<file path="config.mk">
export PLATFORM = sky130hd
export DESIGN_NAME = universal_shift_register_flat
export DESIGN_NICKNAME = d
export VERILOG_FILES = /design/src/rtl/usr_pkg.sv /design/src/rtl/usr_if.sv /design/src/rtl/usr_frame_counter.sv /design/src/rtl/universal_shift_register.sv /design/src/flat_wrapper.sv
export SDC_FILE = /design/constraint.sdc
export NUM_CORES = 1
export LEC_CHECK = 0
export CAP_MARGIN = 20
export CORE_MARGIN = 5
export CORE_UTILIZATION = 28
export CTS_BUF_LIST = sky130_fd_sc_hd__clkbuf_16
export DETAILED_ROUTE_END_ITERATION = 6
export SYNTH_ARGS = -nofsm -noshare
export SYNTH_HDL_FRONTEND = slang
export SYNTH_SLANG_ARGS = --single-unit
export TNS_END_PERCENT = 1
</file>
<file path="constraint.sdc">
create_clock -name clk -period 4.1 [get_ports clk]
set_input_delay 1.025 -clock clk [delete_from_list [all_inputs] [get_ports clk]]
set_output_delay 1.025 -clock clk [all_outputs]
set_load 0.1 [all_outputs]
</file>
<file path="src/rtl/usr_pkg.sv">
// ---------------------------------------------------------------------------
// usr_pkg
// Shared types for the universal shift register.
//   usr_mode_t : 3-bit operation select driven on the bus 'mode' signal.
//   is_shift() : true for the four modes that move bits and advance the
//                frame counter.
// ---------------------------------------------------------------------------
package usr_pkg;

    typedef enum logic [2:0] {
        MODE_HOLD  = 3'b000,
        MODE_SHR   = 3'b001,
        MODE_SHL   = 3'b010,
        MODE_ROR   = 3'b011,
        MODE_ROL   = 3'b100,
        MODE_LOAD  = 3'b101,
        MODE_CLEAR = 3'b110,
        MODE_RSVD  = 3'b111   // reserved, treated as HOLD
    } usr_mode_t;

    function automatic logic is_shift(input usr_mode_t m);
        return (m == MODE_SHR) || (m == MODE_SHL) ||
               (m == MODE_ROR) || (m == MODE_ROL);
    endfunction

endpackage

</file>
<file path="src/rtl/usr_if.sv">
// ---------------------------------------------------------------------------
// usr_if
// Control/data bundle of the universal shift register.
//   en, mode, D, sInR, sInL : driven by the master (user logic / bench)
//   Q, sOutR, sOutL, frame  : driven by the slave (the shift register)
// clk and rst are kept as plain ports on the modules.
// ---------------------------------------------------------------------------
interface usr_if #(
    parameter int WIDTH = 8
);
    import usr_pkg::*;

    logic             en;
    usr_mode_t        mode;
    logic [WIDTH-1:0] D;
    logic             sInR;
    logic             sInL;
    logic [WIDTH-1:0] Q;
    logic             sOutR;
    logic             sOutL;
    logic             frame;

    modport master (
        output en, mode, D, sInR, sInL,
        input  Q, sOutR, sOutL, frame
    );

    modport slave (
        input  en, mode, D, sInR, sInL,
        output Q, sOutR, sOutL, frame
    );

endinterface

</file>
<file path="src/rtl/usr_frame_counter.sv">
// ---------------------------------------------------------------------------
// usr_frame_counter
// Counts executed shifts modulo WIDTH and pulses 'frame' for one cycle at the
// edge that executes the WIDTH-th shift since the last restart.
//   clk     : clock, rising edge
//   rst     : asynchronous active-high reset
//   step    : a shift/rotate is executed at this edge
//   restart : a LOAD or CLEAR is executed at this edge
//   frame   : registered one-cycle completion pulse
// ---------------------------------------------------------------------------
module usr_frame_counter #(
    parameter int WIDTH = 8
) (
    input  logic clk,
    input  logic rst,
    input  logic step,
    input  logic restart,
    output logic frame
);

    localparam int CNT_W = (WIDTH > 1) ? $clog2(WIDTH) : 1;
    localparam logic [CNT_W-1:0] CNT_LAST = CNT_W'(WIDTH - 1);

    logic [CNT_W-1:0] cnt;

    // NOTE: state is updated with non-blocking assignments so every register
    // samples its inputs as they were before the edge.
    always_ff @(posedge clk or posedge rst) begin
        if (rst) begin
            cnt   <= '0;
            frame <= 1'b0;
        end else if (restart) begin
            cnt   <= '0;
            frame <= 1'b0;
        end else if (step) begin
            if (cnt == CNT_LAST) begin
                cnt   <= '0;
                frame <= 1'b1;
            end else begin
                cnt   <= cnt + CNT_W'(1);
                frame <= 1'b0;
            end
        end else begin
            // Hold, reserved mode or en low: count is kept, pulse drops.
            frame <= 1'b0;
        end
    end

endmodule

</file>
<file path="src/rtl/universal_shift_register.sv">
// ---------------------------------------------------------------------------
// universal_shift_register
// WIDTH-bit shift register with bidirectional shift/rotate, parallel load,
// synchronous clear, clock enable and a frame-complete pulse.
//   clk : clock, rising edge
//   rst : asynchronous active-high reset (Q <= RESET_VALUE, frame cleared)
//   bus : usr_if.slave
//         en/mode select the operation, D is load data, sInR/sInL are the
//         serial inputs, Q is the register, sOutR = Q[0], sOutL = Q[WIDTH-1],
//         frame pulses after WIDTH shifts since the last load/clear.
// ---------------------------------------------------------------------------
module universal_shift_register
    import usr_pkg::*;
#(
    parameter int               WIDTH       = 8,
    parameter logic [WIDTH-1:0] RESET_VALUE = '0
) (
    input  logic     clk,
    input  logic     rst,
    usr_if.slave     bus
);

    logic [WIDTH-1:0] q_reg;
    logic [WIDTH-1:0] q_next;
    logic             step;
    logic             restart;

    // NOTE: every output of this block gets a default first, so no path
    // leaves it unassigned and no latch is inferred.
    always_comb begin
        q_next  = q_reg;
        step    = 1'b0;
        restart = 1'b0;
        if (bus.en) begin
            step = is_shift(bus.mode);
            case (bus.mode)
                MODE_SHR:   q_next = {bus.sInR, q_reg[WIDTH-1:1]};
                MODE_SHL:   q_next = {q_reg[WIDTH-2:0], bus.sInL};
                MODE_ROR:   q_next = {q_reg[0], q_reg[WIDTH-1:1]};
                MODE_ROL:   q_next = {q_reg[WIDTH-2:0], q_reg[WIDTH-1]};
                MODE_LOAD: begin
                    q_next  = bus.D;
                    restart = 1'b1;
                end
                MODE_CLEAR: begin
                    q_next  = '0;
                    restart = 1'b1;
                end
                default:    q_next = q_reg;   // HOLD and reserved
            endcase
        end
    end

    always_ff @(posedge clk or posedge rst) begin
        if (rst) q_reg <= RESET_VALUE;
        else     q_reg <= q_next;
    end

    usr_frame_counter #(
        .WIDTH (WIDTH)
    ) u_frame_counter (
        .clk     (clk),
        .rst     (rst),
        .step    (step),
        .restart (restart),
        .frame   (bus.frame)
    );

    assign bus.Q     = q_reg;
    assign bus.sOutR = q_reg[0];
    assign bus.sOutL = q_reg[WIDTH-1];

endmodule

</file>
<file path="src/flat_wrapper.sv">
// flat-port wrapper written by rule: the top's interface ports become plain ports
module universal_shift_register_flat import usr_pkg::*;
#(
    parameter int               WIDTH       = 8,
    parameter logic [WIDTH-1:0] RESET_VALUE = '0
)
  (clk, rst, bus_en, bus_mode, bus_D, bus_sInR, bus_sInL, bus_Q, bus_sOutR, bus_sOutL, bus_frame);
  usr_if #(.WIDTH(WIDTH)) bus_i ();
  input  logic clk;
  input  logic rst;
  input wire logic [$bits(bus_i.en)-1:0] bus_en;
  input wire logic [$bits(bus_i.mode)-1:0] bus_mode;
  input wire logic [$bits(bus_i.D)-1:0] bus_D;
  input wire logic [$bits(bus_i.sInR)-1:0] bus_sInR;
  input wire logic [$bits(bus_i.sInL)-1:0] bus_sInL;
  output wire logic [$bits(bus_i.Q)-1:0] bus_Q;
  output wire logic [$bits(bus_i.sOutR)-1:0] bus_sOutR;
  output wire logic [$bits(bus_i.sOutL)-1:0] bus_sOutL;
  output wire logic [$bits(bus_i.frame)-1:0] bus_frame;
  assign bus_i.en = bus_en;
  assign bus_i.mode = bus_mode;
  assign bus_i.D = bus_D;
  assign bus_i.sInR = bus_sInR;
  assign bus_i.sInL = bus_sInL;
  assign bus_Q = bus_i.Q;
  assign bus_sOutR = bus_i.sOutR;
  assign bus_sOutL = bus_i.sOutL;
  assign bus_frame = bus_i.frame;
  universal_shift_register #(.WIDTH(WIDTH), .RESET_VALUE(RESET_VALUE)) u_core (.clk(clk), .rst(rst), .bus(bus_i));
endmodule
</file>
Word-level counts from Yosys, hierarchy flattened
Cells that the tools add are included.

Multiplexer cells: 10. Add/subtract/negate cells: 1. Reduce and logical (&&, ||, !) cells: 7. Equal/unequal tests: 7.

Operator list (number): 8-bit case mux with 6 select lines (1); 3-bit equality test (second input constant) (4); 3-bit 2-to-1 mux (3); 3-bit by 2-bit equality test with 1-bit output (second input constant) (2); 1-bit 2-to-1 mux (6); 6-bit nonzero test (1); 3-bit by 1-bit adder with 3-bit output (second input constant) (1); 3-bit by 1-bit equality test with 1-bit output (second input constant) (1); 1-bit logical OR (3); 2-bit AND reduction (1); 2-bit nonzero test (1); 2-bit OR reduction (1).

Bits in registers: 12. Input bits: 16. Output and inout port bits: 11.

Depth between registers and ports, before layout
Gate-level depths: netlist (run 1).

Depth after elaboration: 7. Gate-level depth with buffers: 6. Gate-level depth less buffers: 6.

Modules after synthesis
From an unflattened synthesis (run 1), not the netlist that was laid out.

Cell total of the unflattened synthesis: 87. Area, all modules: 835.8 um2.

Modules (own cells, without submodules): universal_shift_register (instances 1, seq. area each 200.2 um2, cells each 71, area an instance 648.1 um2); usr_frame_counter (instances 1, seq. area each 100.1 um2, cells each 16, area an instance 187.7 um2).

Least setup slack after synthesis (run 1)
OpenSTA, ideal clock, no wires.

Path type: register to output. Start point: reg u_core.q_reg[7] (netlist: u_core.bus.Q[7]). End point: out bus_Q[7]. Arrival: 1.385 ns. Path buffers: 1. Slack: 1.690 ns. Stages on the path, launching flop included: 2. Cell sequence: dfrtp_1 > buf_4.

RTL lines: from (decl) (RTL line universal_shift_register.sv:23) `logic [WIDTH-1:0] q_reg;`; from (signal assigned) (RTL line universal_shift_register.sv:56) `else q_reg <= q_next;`; to (decl) (RTL line flat_wrapper.sv:16) `output wire logic [$bits(bus_i.Q)-1:0] bus_Q;`.

No word-level cell between the ends.

Worst setup path after layout (run 1)
Start point: reg u_core.q_reg[7] (netlist: u_core.bus.Q[7]). End point: out bus_sOutL.

RTL lines: to (decl) (RTL line flat_wrapper.sv:18) `output wire logic [$bits(bus_i.sOutL)-1:0] bus_sOutL;`.

No word-level cell between the ends.

==> metrics.md, run 1 <==
| Metric | Value |
|---|---|
| Total number of vias | `841` |
| Clock buffer depth | `2` |
| Layout Cells excl Fill | `150` |
| P per Cell Area | `547.3 nW/um^2` |
| Y dimension of the die | `between 60 and 70 um` |
| Depth of the CTS H-tree | `1` |
| Clock tree from TritonCTS | `built` |
| Mapped Nets | `115` |
| Worst path required time | `3.07 ns` |
| Combined area of the multi-input logic cells | `456.7 um^2` |
| Most used cells in the layout excluding fill and tap cells | `26 x sky130_fd_sc_hd__clkdlybuf4s50_1, 12 x sky130_fd_sc_hd__dfrtp_1, 7 x sky130_fd_sc_hd__nand2_1, 7 x sky130_fd_sc_hd__nor2_1` |
| Number of nets in the final layout | `137` |
| CP Max Fanout | `5` |
| Chip width | `approximately 65 um` |
| Post-cts hold buffer count | `0` |
| Chain of cells forming the critical path | `clkdlybuf4s50_1` |
| Crit end category | `primary output` |
| Average size of a mapped cell | `8.733 um^2` |
| Status | `completed` |
| Number of antenna violations at the first check in global routing | `0` |
| # diodes | `0` |
| Post-placement cell count | `147` |
| WL final | `between 2 and 2.5 mm` |
| PostCTS Resize Cnt | `0` |
| Fraction of the yosys area taken by sequential cells | `35.45%` |
| Overall die area | `~4200 um^2` |
| Worst hold slack | `0.5061 ns` |
| Peak supply drop | `0.1656 mV` |
| Layout overhead on the synthesized area | `38.11%` |
| Global routing usage summed across all routing layers | `11.68%` |
| Maxcap violations | `0` |
| Number of buffers created by CTS | `3` |
| Design Area, Final | `1170 um^2` |
| Initial Utilization | `~28%` |
| Final number of setup-violating endpoints | `0` |
| Time the worst path needs with I/O delays and setup | `2.854 ns` |
| Worst Hold Class | `reg2reg` |
| Grt total ovfl | `0` |
| Post-CTS setup buffers | `0` |
| Clock-pin transition on the worst setup and hold timing paths | `approximately 0.040 ns` |
| WL/cell | `15.37 um` |
| Count of input and output buffers | `26` |
| CP Launch Type | `flip-flop` |
| Mapped Area | `847.1 um^2` |
| Startpoint-to-endpoint class of the critical path | `reg2out` |
| Insertion delay to the later sink of the worst-skew pair | `0.24 ns` |
| CP Data Arrival Time | `1.83 ns` |
| Max Fclk | `0.3503 GHz` |
| Hold violation total from the final report | `0` |
| CTS sink count | `12` |
| Cell type with the highest aggregate area in the netlist | `sky130_fd_sc_hd__dfrtp_1` |
| CP peak stage delay | `between 1 and 1.5 ns` |
| Number of global-route vias before repair | `around 840` |
| Main area contributors after synthesis | `sky130_fd_sc_hd__dfrtp_1 35%, sky130_fd_sc_hd__o221ai_1 5.2%, sky130_fd_sc_hd__o21ai_0 3.5%, sky130_fd_sc_hd__nand2_1 3.1%, sky130_fd_sc_hd__nor2_1 3.1%` |
| Number of search-and-repair iterations in the first detailed-routing pass | `4` |
| Buffer type at the clock tree root | `sky130_fd_sc_hd__clkbuf_16` |
| Filler cells | `between 300 and 400` |
| Final Max Slew Viols | `0` |
| Drt drc | `0` |
| FF+latch count, synth | `12` |
| Core region area | `slightly below 3000 um^2` |
| Fraction of layout instances using a drive strength above 1 | `about 6%` |
| Cell area after placement | `1095 um^2` |
| Iteration-0 DRC Markers | `49` |
| Setup total negative slack | `0 ns` |
| Most common cell after layout, fill and taps aside | `sky130_fd_sc_hd__clkdlybuf4s50_1` |
| Detailed placer's ending HPWL | `between 1.5 and 2 mm` |
| First-pass GRT wire length | `3.891 mm` |
| Yosys warning total | `0` |
| Buf+Inv Stages, Crit Path | `1` |
| Post-synth cell types | `35` |
| Number of instances in the synthesized netlist | `97` |
| Cell leakage power | `0.4857 nW` |
| Cell with the biggest individual delay on the critical path | `sky130_fd_sc_hd__clkdlybuf4s50_1` |
| Reg area | `around 300 um^2` |
| Post-synth top area share | `35.45%` |
| Normalized max-slew margin | `35.02%` |
| Row count | `20` |
| Largest net degree at the start of global routing | `24` |
| Vias/cell | `5.607` |
| Transition time at the pin with the least slew margin | `roughly 1 ns` |
| Cell family contributing the most delay on the critical path | `buffers and inverters` |
| Post-route fraction of the period consumed by the critical path | `69.62%` |
| Setup clock skew after layout | `0.006907 ns` |
| Number of routed nets with antenna violations | `0` |
| RSZ-0062 raised after global routing | `false` |
| Final weighted congestion in routability-driven placement | `0.7935` |
| Io pins | `27` |
-- logic make-up (layout without fill, tap and decap cells) --
| family | count (synthesis) | in the layout | share of synthesized area, % |
|---|---|---|---|
| AOI/OAI and AO/OA | 36 | 36 | 30.43 |
| and+or+nand+nor | 25 | 25 | 14.48 |
| buffers and inverters | 17 | 37 | 10.64 |
| DFF | 12 | 12 | 35.45 |
| adders and majority gates | 5 | 5 | 6.646 |
| muxes | 2 | 2 | 2.363 |
-- state kept, by name, summed over array words and instances, names as in the netlist --
register and count:
u_core.bus.Q 8, u_core.u_frame_counter.frame 1, u_core.u_frame_counter.cnt 3
-- per-stage QoR --
step	util (%)	setup WS, ns	total power [mW]
global placement	36.76	1.129	0.4619
floorplan	-	1.690	0.3969
CTS	39.29	1.231	0.6456
detailed placement	36.76	1.099	0.4657
finish	39.29	1.246	0.6403
global route	39.29	1.196	0.6725
-- cell usage after synthesis --
cell type / number
sky130_fd_sc_hd__and3_1: 2
sky130_fd_sc_hd__a21o_1: 1
sky130_fd_sc_hd__mux2i_1: 2
sky130_fd_sc_hd__nand2_1: 7
sky130_fd_sc_hd__maj3_1: 2
sky130_fd_sc_hd__dfrtp_1: 12
sky130_fd_sc_hd__a2bb2oi_1: 2
sky130_fd_sc_hd__or3_1: 1
sky130_fd_sc_hd__o21ai_1: 2
sky130_fd_sc_hd__maj3_2: 1
sky130_fd_sc_hd__o22ai_1: 4
sky130_fd_sc_hd__a32oi_1: 2
sky130_fd_sc_hd__o221ai_1: 5
sky130_fd_sc_hd__nand3_1: 3
sky130_fd_sc_hd__inv_4: 1
sky130_fd_sc_hd__a22oi_1: 1
sky130_fd_sc_hd__nand2b_1: 2
sky130_fd_sc_hd__buf_2: 4
sky130_fd_sc_hd__and4_1: 1
sky130_fd_sc_hd__inv_1: 6
sky130_fd_sc_hd__ha_1: 2
sky130_fd_sc_hd__a22o_4: 1
sky130_fd_sc_hd__o21ai_0: 6
sky130_fd_sc_hd__o32ai_1: 1
sky130_fd_sc_hd__buf_4: 3
sky130_fd_sc_hd__nor2b_1: 1
sky130_fd_sc_hd__buf_6: 1
sky130_fd_sc_hd__a21oi_1: 4
sky130_fd_sc_hd__o41ai_1: 1
sky130_fd_sc_hd__o311ai_1: 1
sky130_fd_sc_hd__clkbuf_1: 2
sky130_fd_sc_hd__a31oi_1: 4
sky130_fd_sc_hd__a221o_1: 1
sky130_fd_sc_hd__nor2_1: 7
sky130_fd_sc_hd__nor4b_1: 1
-- metal layers --
metal | GRT usage (%) | vias to the layer above | wire length [um]
li1 | - | 405 | -
met1 | 13.76 | 403 | 984
met2 | 19.80 | 31 | 1098
met3 | 3.293 | 2 | 195
met4 | 4.749 | 0 | 27
met5 | 0 | - | 0
-- area by class of cell --
| type | count | share of cell area [%] |
|---|---|---|
| Timing Repair Buffer | 27 | 22.89 |
| Multi-Input combinational cell | 68 | 39.04 |
| Clock buffer | 3 | 6.417 |
| Inverter | 7 | 2.460 |
| Sequential cell | 12 | 25.67 |
| Tap cell | 33 | 3.529 |
-- where the power goes --
group          total [mW]  leakage (nW)  switching [mW]  internal, mW
sequential          0.172         0.144          0.0266         0.145
clock               0.177        0.0370          0.0496         0.127
combinational       0.292         0.305           0.200        0.0915
total               0.640         0.486           0.276         0.364
-- path summary, 6_finish.rpt --
path	from	to	slack (ns)	depth (start not counted)
max	u_core.bus.Q[7]	bus_sOutL	1.25	1
min	u_core.u_frame_counter.cnt[1]	u_core.u_frame_counter.cnt[1]	0.51	2
max reg2reg	u_core.u_frame_counter.cnt[0]	u_core.u_frame_counter.cnt[2]	2.61	6
min reg2reg	u_core.u_frame_counter.cnt[1]	u_core.u_frame_counter.cnt[1]	0.51	2
max in group asynchronous	rst	u_core.u_frame_counter.cnt[1]	2.63	2
min in group asynchronous	rst	u_core.bus.Q[4]	1.12	2
(Power assumes the default switching activity.)
==> run 2, diff against run 1 <==
Clock period 4.1 ns to 2.75 ns, I/O delays scaled along.
==> run 2 against run 1 <==
- final cell count rose by 4.0%
- critical path type is now in2reg
- largest power group unchanged
- register-to-register slack got worse by 1.3 ns
- routed wire length rose by 3.2%
- combinational power rose by 47%
- sequential power rose by 51%
- sequential share of layout area fell by 0.30 points
- worst hold slack improved by 0.011 ns
- cell area rose by 1.2%
==> metrics.md, run 2 (synthesis results as in run 1) <==
| Metric | Value |
|---|---|
| Status | `completed` |
| Total number of vias | `855 (+1.7%)` |
| Global routing usage summed across all routing layers | `11.75% (+0.068 points)` |
| CTS sink count | `12 (unchanged)` |
| P per Cell Area | `812.2 nW/um^2 (+48%)` |
| Post-cts hold buffer count | `0 (unchanged)` |
| CP Launch Type | `input port` |
| Iteration-0 DRC Markers | `81 (+65%)` |
| Overall die area | `4225 um^2 (unchanged)` |
| Layout overhead on the synthesized area | `39.73%` |
| Final Max Slew Viols | `0 (unchanged)` |
| CP Data Arrival Time | `2.24 ns (+0.41 ns)` |
| Drt drc | `0 (unchanged)` |
| Maxcap violations | `0 (unchanged)` |
| First-pass GRT wire length | `3.870 mm (-0.54%)` |
| Time the worst path needs with I/O delays and setup | `2.113 ns` |
| Final number of setup-violating endpoints | `0 (unchanged)` |
| Worst path required time | `2.88 ns (-0.19 ns)` |
| Largest registers | `u_core.bus.Q: 8 flops, u_core.u_frame_counter.cnt: 3 flops, u_core.u_frame_counter.frame: 1 flops` |
| Chip width | `65 um (unchanged)` |
| Crit end category | `flip-flop` |
| Most used cells in the layout excluding fill and tap cells | `17 x sky130_fd_sc_hd__buf_4, 15 x sky130_fd_sc_hd__clkdlybuf4s50_1, 12 x sky130_fd_sc_hd__dfrtp_1` |
| PostCTS Resize Cnt | `0 (unchanged)` |
| Post-route fraction of the period consumed by the critical path | `76.83%` |
| Register ranked first by flip-flop count | `u_core.bus.Q` |
| Fraction of layout instances using a drive strength above 1 | `18.70% (+13 points)` |
| Transition time at the pin with the least slew margin | `0.5073 ns (-0.4643 ns)` |
| Depth of the CTS H-tree | `1 (unchanged)` |
| Normalized max-slew margin | `66.14% (+31 points)` |
| Max Fclk | `~0.47 GHz` |
| Core region area | `2978 um^2 (unchanged)` |
| Initial Utilization | `28.45% (unchanged)` |
| Clock-pin transition on the worst setup and hold timing paths | `0.04 ns (about the same)` |
| Number of routed nets with antenna violations | `0 (unchanged)` |
| Final design utilization | `39.75% (+0.46 points)` |
| Io pins | `27 (unchanged)` |
| CP Max Fanout | `11 (+6)` |
| Number of nets in the final layout | `142 (+3.6%)` |
| Number of buffers created by CTS | `3 (unchanged)` |
| Most common cell after layout, fill and taps aside | `sky130_fd_sc_hd__buf_4` |
| Worst Hold Class | `reg2reg` |
| Largest net degree at the start of global routing | `15 (-38%)` |
| Row count | `20 (unchanged)` |
| Detailed placer's ending HPWL | `1.784 mm (+8.0%)` |
| Hold violation total from the final report | `0 (unchanged)` |
| WL final | `2.378 mm (+3.2%)` |
| # diodes | `0 (unchanged)` |
| Number of antenna violations at the first check in global routing | `0 (unchanged)` |
| Setup clock skew after layout | `0.003051 ns (-0.003856 ns)` |
| Clock tree from TritonCTS | `built` |
| RSZ-0062 raised after global routing | `false` |
| Buffer type at the clock tree root | `sky130_fd_sc_hd__clkbuf_16` |
| Filler cells | `303 (-5.6%)` |
| Insertion delay to the later sink of the worst-skew pair | `0.24 ns (about the same)` |
| Count of input and output buffers | `26 (unchanged)` |
| Final weighted congestion in routability-driven placement | `0.8262 (+4.1%)` |
| Number of search-and-repair iterations in the first detailed-routing pass | `4 (unchanged)` |
| Clock buffer depth | `2 (unchanged)` |
| Number of global-route vias before repair | `816 (-2.4%)` |
| Max reg flops | `8 (unchanged)` |
| Setup total negative slack | `0 ns (unchanged)` |
| Worst path setup slack after routing | `0.6372 ns (-0.6085 ns)` |
| Worst-case setup slack after placement | `0.3793 ns (-0.7192 ns)` |
| WL/cell | `15.24 um (-0.80%)` |
| Vias/cell | `5.481 (-2.2%)` |
| Post-CTS setup buffers | `0 (unchanged)` |
| Cell leakage power | `0.5217 nW (+7.4%)` |
| Grt total ovfl | `0 (unchanged)` |
| Peak supply drop | `0.3090 mV (+87%)` |
| Y dimension of the die | `65 um (unchanged)` |
| Startpoint-to-endpoint class of the critical path | `in2reg` |
==> run 2: path summary, 6_finish.rpt <==
kind                       slack, ns                     startpoint                            end  depth (start not counted)
min in group asynchronous       0.79                            rst  u_core.u_frame_counter.cnt[2]                          2
min                             0.52  u_core.u_frame_counter.cnt[1]  u_core.u_frame_counter.cnt[1]                          2
max                             0.64                    bus_mode[1]                u_core.bus.Q[7]                          5
min reg2reg                     0.52  u_core.u_frame_counter.cnt[1]  u_core.u_frame_counter.cnt[1]                          2
max reg2reg                     1.30  u_core.u_frame_counter.cnt[0]  u_core.u_frame_counter.cnt[2]                          6
max in group asynchronous       1.63                            rst                u_core.bus.Q[7]                          2
==> run 2: layer usage <==
layer,part of all wire (%),global-route usage (%)
met1,44,14.48
met3,6.5,2.773
met2,48,19.16
met5,0,0
met4,1.9,5.541
==> run 2: where the power goes <==
group / internal [mW] / leakage [nW] / total [mW] / switching, mW
clock: 0.192 / 0.0385 / 0.272 / 0.0801
combinational: 0.131 / 0.339 / 0.430 / 0.299
sequential: 0.217 / 0.144 / 0.259 / 0.0425
==> run 2: metrics by stage <==
step | std cells | instance area, um^2 | hold slack, ns | total power, mW
final | 156 | 1184 | 0.5172 | 0.9614
after CTS | 156 | 1184 | 0.5317 | 0.9704
after global placement | 152 | 1105 | 0.5027 | 0.6888
after detailed placement | 152 | 1105 | 0.5231 | 0.6941
after floorplan | 97 | 847.1 | 0.4618 | 0.5918
after global routing | 156 | 1184 | 0.5518 | 1.011
==> run 2: critical path, cell delays in order <==
cell and delay [ns]:
sky130_fd_sc_hd__clkdlybuf4s50_1 0.69, sky130_fd_sc_hd__or3_1 0.20, sky130_fd_sc_hd__and3_1 0.33, sky130_fd_sc_hd__inv_4 0.07, sky130_fd_sc_hd__a22o_4 0.25
==> run 2: layout make-up <==
class	instances	area [um^2]	area share [%]
repair buffers	32	277.8	23.47
clock buffers	3	75.07	6.342
inverters	7	28.78	2.431
clock inverters	1	3.754	0.3171
multi-input cells	68	456.7	38.58
well taps	33	41.29	3.488
flip-flops and latches	12	300.3	25.37
